**config.mk**
```make
export PLATFORM = sky130hd
export DESIGN_NAME = edge_event_arbiter
export DESIGN_NICKNAME = d
export VERILOG_FILES = /design/src/rtl/edge_event_arbiter.sv
export SDC_FILE = /design/constraint.sdc
export NUM_CORES = 1
export LEC_CHECK = 0
export BUFFER_PORTS_ARGS = -buffer_cell sky130_fd_sc_hd__buf_2
export CAP_MARGIN = 20
export CORE_UTILIZATION = 38
export DETAILED_ROUTE_END_ITERATION = 8
export SETUP_SLACK_MARGIN = 0.3
export SYNTH_ARGS = -nofsm -noshare
export SYNTH_HDL_FRONTEND = slang
export SYNTH_SLANG_ARGS = --single-unit
```
**constraint.sdc**
```tcl
create_clock -name clk -period 6.9 [get_ports clk]
set_input_delay 1.035 -clock clk [delete_from_list [all_inputs] [get_ports clk]]
set_output_delay 1.035 -clock clk [all_outputs]
set_load 0.01 [all_outputs]
```
**src/rtl/edge_event_arbiter.sv**
```systemverilog
// Edge-event controller: synchronises N_CH async inputs, counts enabled
// rising/falling edges per source and serves them round-robin on one
// valid/ready event port.
//
// Ports:
//   clk, rst_n       clock, asynchronous active-low reset
//   sig_in           asynchronous input levels
//   cfg_rise_en      per-channel rising-edge enable
//   cfg_fall_en      per-channel falling-edge enable
//   evt_valid        event presented on evt_ch / evt_rise
//   evt_ready        consumer accepts the event at posedge clk
//   evt_ch           channel of the presented event
//   evt_rise         1 = rising edge, 0 = falling edge
//   ovf              sticky per-channel counter overflow
//   ovf_clr          write-1-clear for ovf
//   busy             output valid or any pending event
module edge_event_arbiter #(
    parameter int N_CH        = 4,
    parameter int SYNC_STAGES = 2,
    parameter int CNT_W       = 3
) (
    input  logic                                      clk,
    input  logic                                      rst_n,
    input  logic [N_CH-1:0]                           sig_in,
    input  logic [N_CH-1:0]                           cfg_rise_en,
    input  logic [N_CH-1:0]                           cfg_fall_en,
    output logic                                      evt_valid,
    input  logic                                      evt_ready,
    output logic [((N_CH > 1) ? $clog2(N_CH) : 1)-1:0] evt_ch,
    output logic                                      evt_rise,
    output logic [N_CH-1:0]                           ovf,
    input  logic [N_CH-1:0]                           ovf_clr,
    output logic                                      busy
);

    localparam int NS   = 2 * N_CH;
    localparam int SW   = $clog2(NS);
    localparam int CH_W = (N_CH > 1) ? $clog2(N_CH) : 1;
    localparam int AW   = $clog2(SYNC_STAGES + 2);

    localparam logic [AW-1:0]    ARM_DONE = AW'(SYNC_STAGES + 1);
    localparam logic [CNT_W-1:0] CNT_MAX  = '1;
    localparam logic [SW-1:0]    PTR_RST  = SW'(NS - 1);

    logic [N_CH-1:0]  sync_q [SYNC_STAGES];
    logic [N_CH-1:0]  prev_q;
    logic [AW-1:0]    arm_q;
    logic             armed;
    logic [N_CH-1:0]  rise_evt;
    logic [N_CH-1:0]  fall_evt;
    logic [CNT_W-1:0] cnt_q [NS];
    logic [NS-1:0]    inc;
    logic [NS-1:0]    en_src;
    logic [NS-1:0]    req;
    logic [NS-1:0]    dec;
    logic [NS-1:0]    sat;
    logic [N_CH-1:0]  ovf_set;
    logic [SW-1:0]    ptr_q;
    logic [SW-1:0]    cand;
    logic [SW-1:0]    gnt_idx;
    logic             gnt_found;
    logic             load;

    // Wrap a scan position back into the source range.
    function automatic logic [SW-1:0] wrap(input int v);
        wrap = (v >= NS) ? SW'(v - NS) : SW'(v);
    endfunction

    always_ff @(posedge clk or negedge rst_n) begin
        if (!rst_n) begin
            for (int k = 0; k < SYNC_STAGES; k++) begin
                sync_q[k] <= '0;
            end
        end else begin
            sync_q[0] <= sig_in;
            for (int k = 1; k < SYNC_STAGES; k++) begin
                sync_q[k] <= sync_q[k-1];
            end
        end
    end

    // prev keeps tracking during the arm window so a level held high
    // through reset is already "old" once detection is enabled.
    always_ff @(posedge clk or negedge rst_n) begin
        if (!rst_n) begin
            prev_q <= '0;
            arm_q  <= '0;
        end else begin
            prev_q <= sync_q[SYNC_STAGES-1];
            if (!armed) begin
                arm_q <= arm_q + AW'(1);
            end
        end
    end

    assign armed = (arm_q == ARM_DONE);

    assign rise_evt = sync_q[SYNC_STAGES-1] & ~prev_q
                    & cfg_rise_en & {N_CH{armed}};
    assign fall_evt = ~sync_q[SYNC_STAGES-1] & prev_q
                    & cfg_fall_en & {N_CH{armed}};

    // Source 2*ch is the rising source, 2*ch+1 the falling one.
    always_comb begin
        inc    = '0;
        en_src = '0;
        for (int c = 0; c < N_CH; c++) begin
            inc[2*c]      = rise_evt[c];
            inc[2*c+1]    = fall_evt[c];
            en_src[2*c]   = cfg_rise_en[c];
            en_src[2*c+1] = cfg_fall_en[c];
        end
    end

    always_comb begin
        req = '0;
        for (int j = 0; j < NS; j++) begin
            req[j] = (cnt_q[j] != '0);
        end
    end

    // Round-robin: first pending source after the last granted one.
    always_comb begin
        gnt_found = 1'b0;
        gnt_idx   = ptr_q;
        cand      = ptr_q;
        for (int k = 1; k <= NS; k++) begin
            cand = wrap(int'(ptr_q) + k);
            if (!gnt_found && req[cand]) begin
                gnt_found = 1'b1;
                gnt_idx   = cand;
            end
        end
    end

    assign load = !evt_valid || evt_ready;

    always_comb begin
        dec = '0;
        sat = '0;
        for (int j = 0; j < NS; j++) begin
            dec[j] = load && gnt_found && (gnt_idx == SW'(j));
            sat[j] = inc[j] && !dec[j] && (cnt_q[j] == CNT_MAX);
        end
    end

    always_comb begin
        ovf_set = '0;
        for (int c = 0; c < N_CH; c++) begin
            ovf_set[c] = sat[2*c] | sat[2*c+1];
        end
    end

    always_ff @(posedge clk or negedge rst_n) begin
        if (!rst_n) begin
            for (int j = 0; j < NS; j++) begin
                cnt_q[j] <= '0;
            end
        end else begin
            for (int j = 0; j < NS; j++) begin
                if (!en_src[j]) begin
                    cnt_q[j] <= '0;
                end else if (inc[j] && !dec[j]) begin
                    if (cnt_q[j] != CNT_MAX) begin
                        cnt_q[j] <= cnt_q[j] + CNT_W'(1);
                    end
                end else if (dec[j] && !inc[j]) begin
                    cnt_q[j] <= cnt_q[j] - CNT_W'(1);
                end
            end
        end
    end

    // A new overflow wins over a same-cycle clear.
    always_ff @(posedge clk or negedge rst_n) begin
        if (!rst_n) begin
            ovf <= '0;
        end else begin
            ovf <= (ovf & ~ovf_clr) | ovf_set;
        end
    end

    always_ff @(posedge clk or negedge rst_n) begin
        if (!rst_n) begin
            evt_valid <= 1'b0;
            evt_ch    <= '0;
            evt_rise  <= 1'b0;
            ptr_q     <= PTR_RST;
        end else if (load) begin
            if (gnt_found) begin
                evt_valid <= 1'b1;
                evt_ch    <= CH_W'(gnt_idx >> 1);
                evt_rise  <= ~gnt_idx[0];
                ptr_q     <= gnt_idx;
            end else begin
                evt_valid <= 1'b0;
            end
        end
    end

    assign busy = evt_valid | (|req);

endmodule

```
==> impl_metrics.py <==
metrics = {
    "timing": {
        "timing.final.ws_setup_ns": 0.908,
        "max_freq_mhz": 167,
        "relSlewSlack_pct": 35.3,
        "setup_viol_count_final": 0,
        "tightest_slew_ns": 0.962,
        "slew_viol_final": 0,
        "timing.final.crit_share_pct": 86.8,
        "tns_ns": 0,
        "hold_viol": 0,
        "rsz0062_at_grt": "false",
        "min_period_ns": 5.99,
        "fin_skew_ns": 0.00987,
    },
    "yosys": {
        "synth_edf_count": 0,
        "syn_area_sq_mm": 0.00421,
        "yosysMostFrequentCell": "dfrtp_1",
        "synth.area.top_cells": "dfrtp_1 (27%), mux2i_1 (4.3%), fa_1 (3.8%)",
        "yosys_warnings": 0,
        "synth_common_cells": "dfrtp_1 (46), nand2_1 (41), inv_1 (31), nor2_1 (28), nor3_1 (24)",
        "synth.ff_latch_count": 49,
        "synth_cell_types": 74,
        "synth.avg_cell_area_sq_um": 8.87,
        "yosysSeqAreaShare_pct": 29.2,
        "synth_nets": 505,
        "yosysTopAreaCellShare_pct": 27.3,
        "ys_dominant_reg_cell": "dfrtp_1",
        "synth-async-reset-ratio_pct": 100,
        "yosysTopAreaCell": "dfrtp_1",
        "syn_inst": 475,
    },
    "finish": {
        "fillers": 1066,
        "areaGrowthSynthToFinish_pct": 8.76,
        "final_cells": 634,
        "drive_gt1_share_pct": 15.2,
        "stdcell_area_sq_mm": 0.00458,
        "layout.nets": 523,
        "antenna_cells": 0,
    },
    "detailed_routing": {
        "drtIter0Drc": 278,
        "drt-met1-wl_um": 5060,
        "drcViolationCount": 0,
        "ant_nets": 0,
        "dr_wl_met3_um": 546,
        "top_layer": "met4",
        "avgViaCountPerCell": 6.04,
        "met2_length_um": 5020,
        "via_count": 3830,
        "wl_per_cell_um": 17.1,
        "routed_wl_um": 10900,
        "drt_pass1_iterations": 5,
    },
    "die": {
        "die_w_um": 107,
        "io_pins": 28,
        "fp.dieH_um": 107,
        "die_area_sq_mm": 0.0115,
        "num_rows": 38,
        "start_util_pct": 38.9,
        "core_sq_mm": 0.0108,
    },
    "setup_path": {
        "worstPathArrival_ns": 6.17,
        "ff2ff_setup_slack_ns": 0.91,
        "path_class": "flop to flop",
        "end_kind": "flop",
        "start_kind": "flop",
        "r2r_start": "ptr_q[0]",
        "worstRegToRegCells": 17,
        "r2r_end": "cnt_q[4]",
        "cp_max_fo": 28,
        "worstSetupEndpoint": "cnt_q[4]",
        "startpoint": "ptr_q[0]",
        "required_ns": 7.08,
    },
    "grt": {
        "grt_max_degree": 50,
        "antenna_found_initial": 0,
        "first_global_vias": 3610,
        "grt_overflow": 0,
        "grt_pass1_wl_um": 17900,
        "grt_use_total_pct": 19.9,
    },
    "outcome": {
        "outcome": "completed",
    },
    "clocking": {
        "clock_latency_ns": 0.31,
        "clkTransAtPathRegs_ns": 0.09,
        "cts_buffers": 5,
        "clock-sinks": 49,
        "h-tree-depth": 2,
        "cts_tree": "done",
        "clockRootBuffer": "clkbuf_8",
        "ctsResizeCount": 0,
        "cts_max_path_buffers": 2,
        "cts_hold_buf": 0,
        "cts_setup_buffers": 0,
    },
    "place": {
        "hpwlAfterDp_um": 8120,
        "dpl.cell_count": 625,
        "io_buffer_count": 27,
        "place_ws_ns": 1.00,
        "place_area_sq_mm": 0.00447,
        "place_congestion": 0.896,
    },
    "min_path": {
        "min_path_type": "flop to flop",
        "min_path_cells": 0,
    },
    "job": {
        "maxCapViolCount": 0,
    },
}
[how the worst min path moves through the flow]
stage	startpoint	end	slack, ns
finish	sync_q[7]	sync_q[3]	0.35
global route	sync_q[4]	sync_q[0]	0.36
CTS	sync_q[7]	sync_q[3]	0.36
detailed placement	sync_q[7]	sync_q[3]	0.34
global placement	sync_q[6]	sync_q[2]	0.33
floorplan	sync_q[4]	sync_q[0]	0.33
[flip-flops by register name, indices dropped and copies added (netlist names)]
signal	count
evt_rise	1
ptr_q	3
evt_ch	2
prev_q	4
ovf	4
evt_valid	1
arm_q	2
cnt_q	24
sync_q	8
[per-stage QoR]
step	utilization, %	hold slack, ns
after floorplan	-	0.331
after global placement	41.3	0.333
after detailed placement	41.3	0.336
after CTS	42.2	0.357
after global routing	42.3	0.362
final	42.3	0.354
[per-layer routing]
layer,up-vias,GRT usage [%]
met5,-,0
met4,0,6.46
met3,17,2.78
met2,123,32.2
met1,1852,27.3
li1,1838,-
[placed cells by master, fill, tap and decap left out, types with 5 or more instances in the layout]
cell type and count:
dfrtp_1 46, nand2_1 41, inv_1 31, nor2_1 28
buf_2 27, nor3_1 24, mux2i_1 18, nand3_1 18
or3_1 15, a21oi_1 15, nand2b_1 14, o21ai_0 13
and3_1 11, a31oi_1 10, nor4_1 9, nand4_1 9
a2111oi_0 8, fa_1 8, o22ai_1 7, mux4_2 7
nand4b_1 7, clkbuf_8 7, buf_4 7, and4b_1 6
a211oi_1 5, o21ai_1 5, xnor3_1 5
[layout make-up]
type / count / area (sq um) / share of cell area [%]
Multi-Input combinational cell: 370 / 2760 / 60.3
Sequential cell: 49 / 1230 / 26.8
Timing Repair Buffer: 35 / 195 / 4.26
Tap cell: 140 / 175 / 3.82
Inverter: 32 / 120 / 2.62
Clock buffer: 7 / 96.3 / 2.10
Clock inverter: 1 / 5.00 / 0.109
[critical path: stages, from the launching register on]
cell and delay [ns]:
dfstp_2 0.88, inv_2 0.28, ha_1 0.64, buf_4 0.26, or4b_1 0.46, nand4b_1 0.11, o221a_2 0.24, o2111ai_4 0.19
nor3b_1 0.38, o21bai_1 0.24, nand2_1 0.28, nor3_1 0.51, nor2_1 0.11, fa_1 0.53, or3_1 0.12, a31oi_1 0.04
a2111oi_0 0.49, nand2_1 0.10
[logic make-up (layout without fill, tap and decap cells)]
| logic type | after synthesis | after routing | synth area share (%) |
|---|---|---|---|
| adders and majority gates | 11 | 11 | 4.69 |
| DFF | 49 | 49 | 29.2 |
| AOI/OAI and AO/OA | 111 | 111 | 20.5 |
| xor gates and xnor gates | 10 | 10 | 3.71 |
| muxes | 27 | 27 | 8.55 |
| buffers and inverters | 56 | 75 | 5.28 |
| and+or+nand+nor | 211 | 211 | 28.1 |
Power is left out: the tool's default activity adds up to more than one toggle a clock period on the data nets, which glitch-free logic cannot reach.
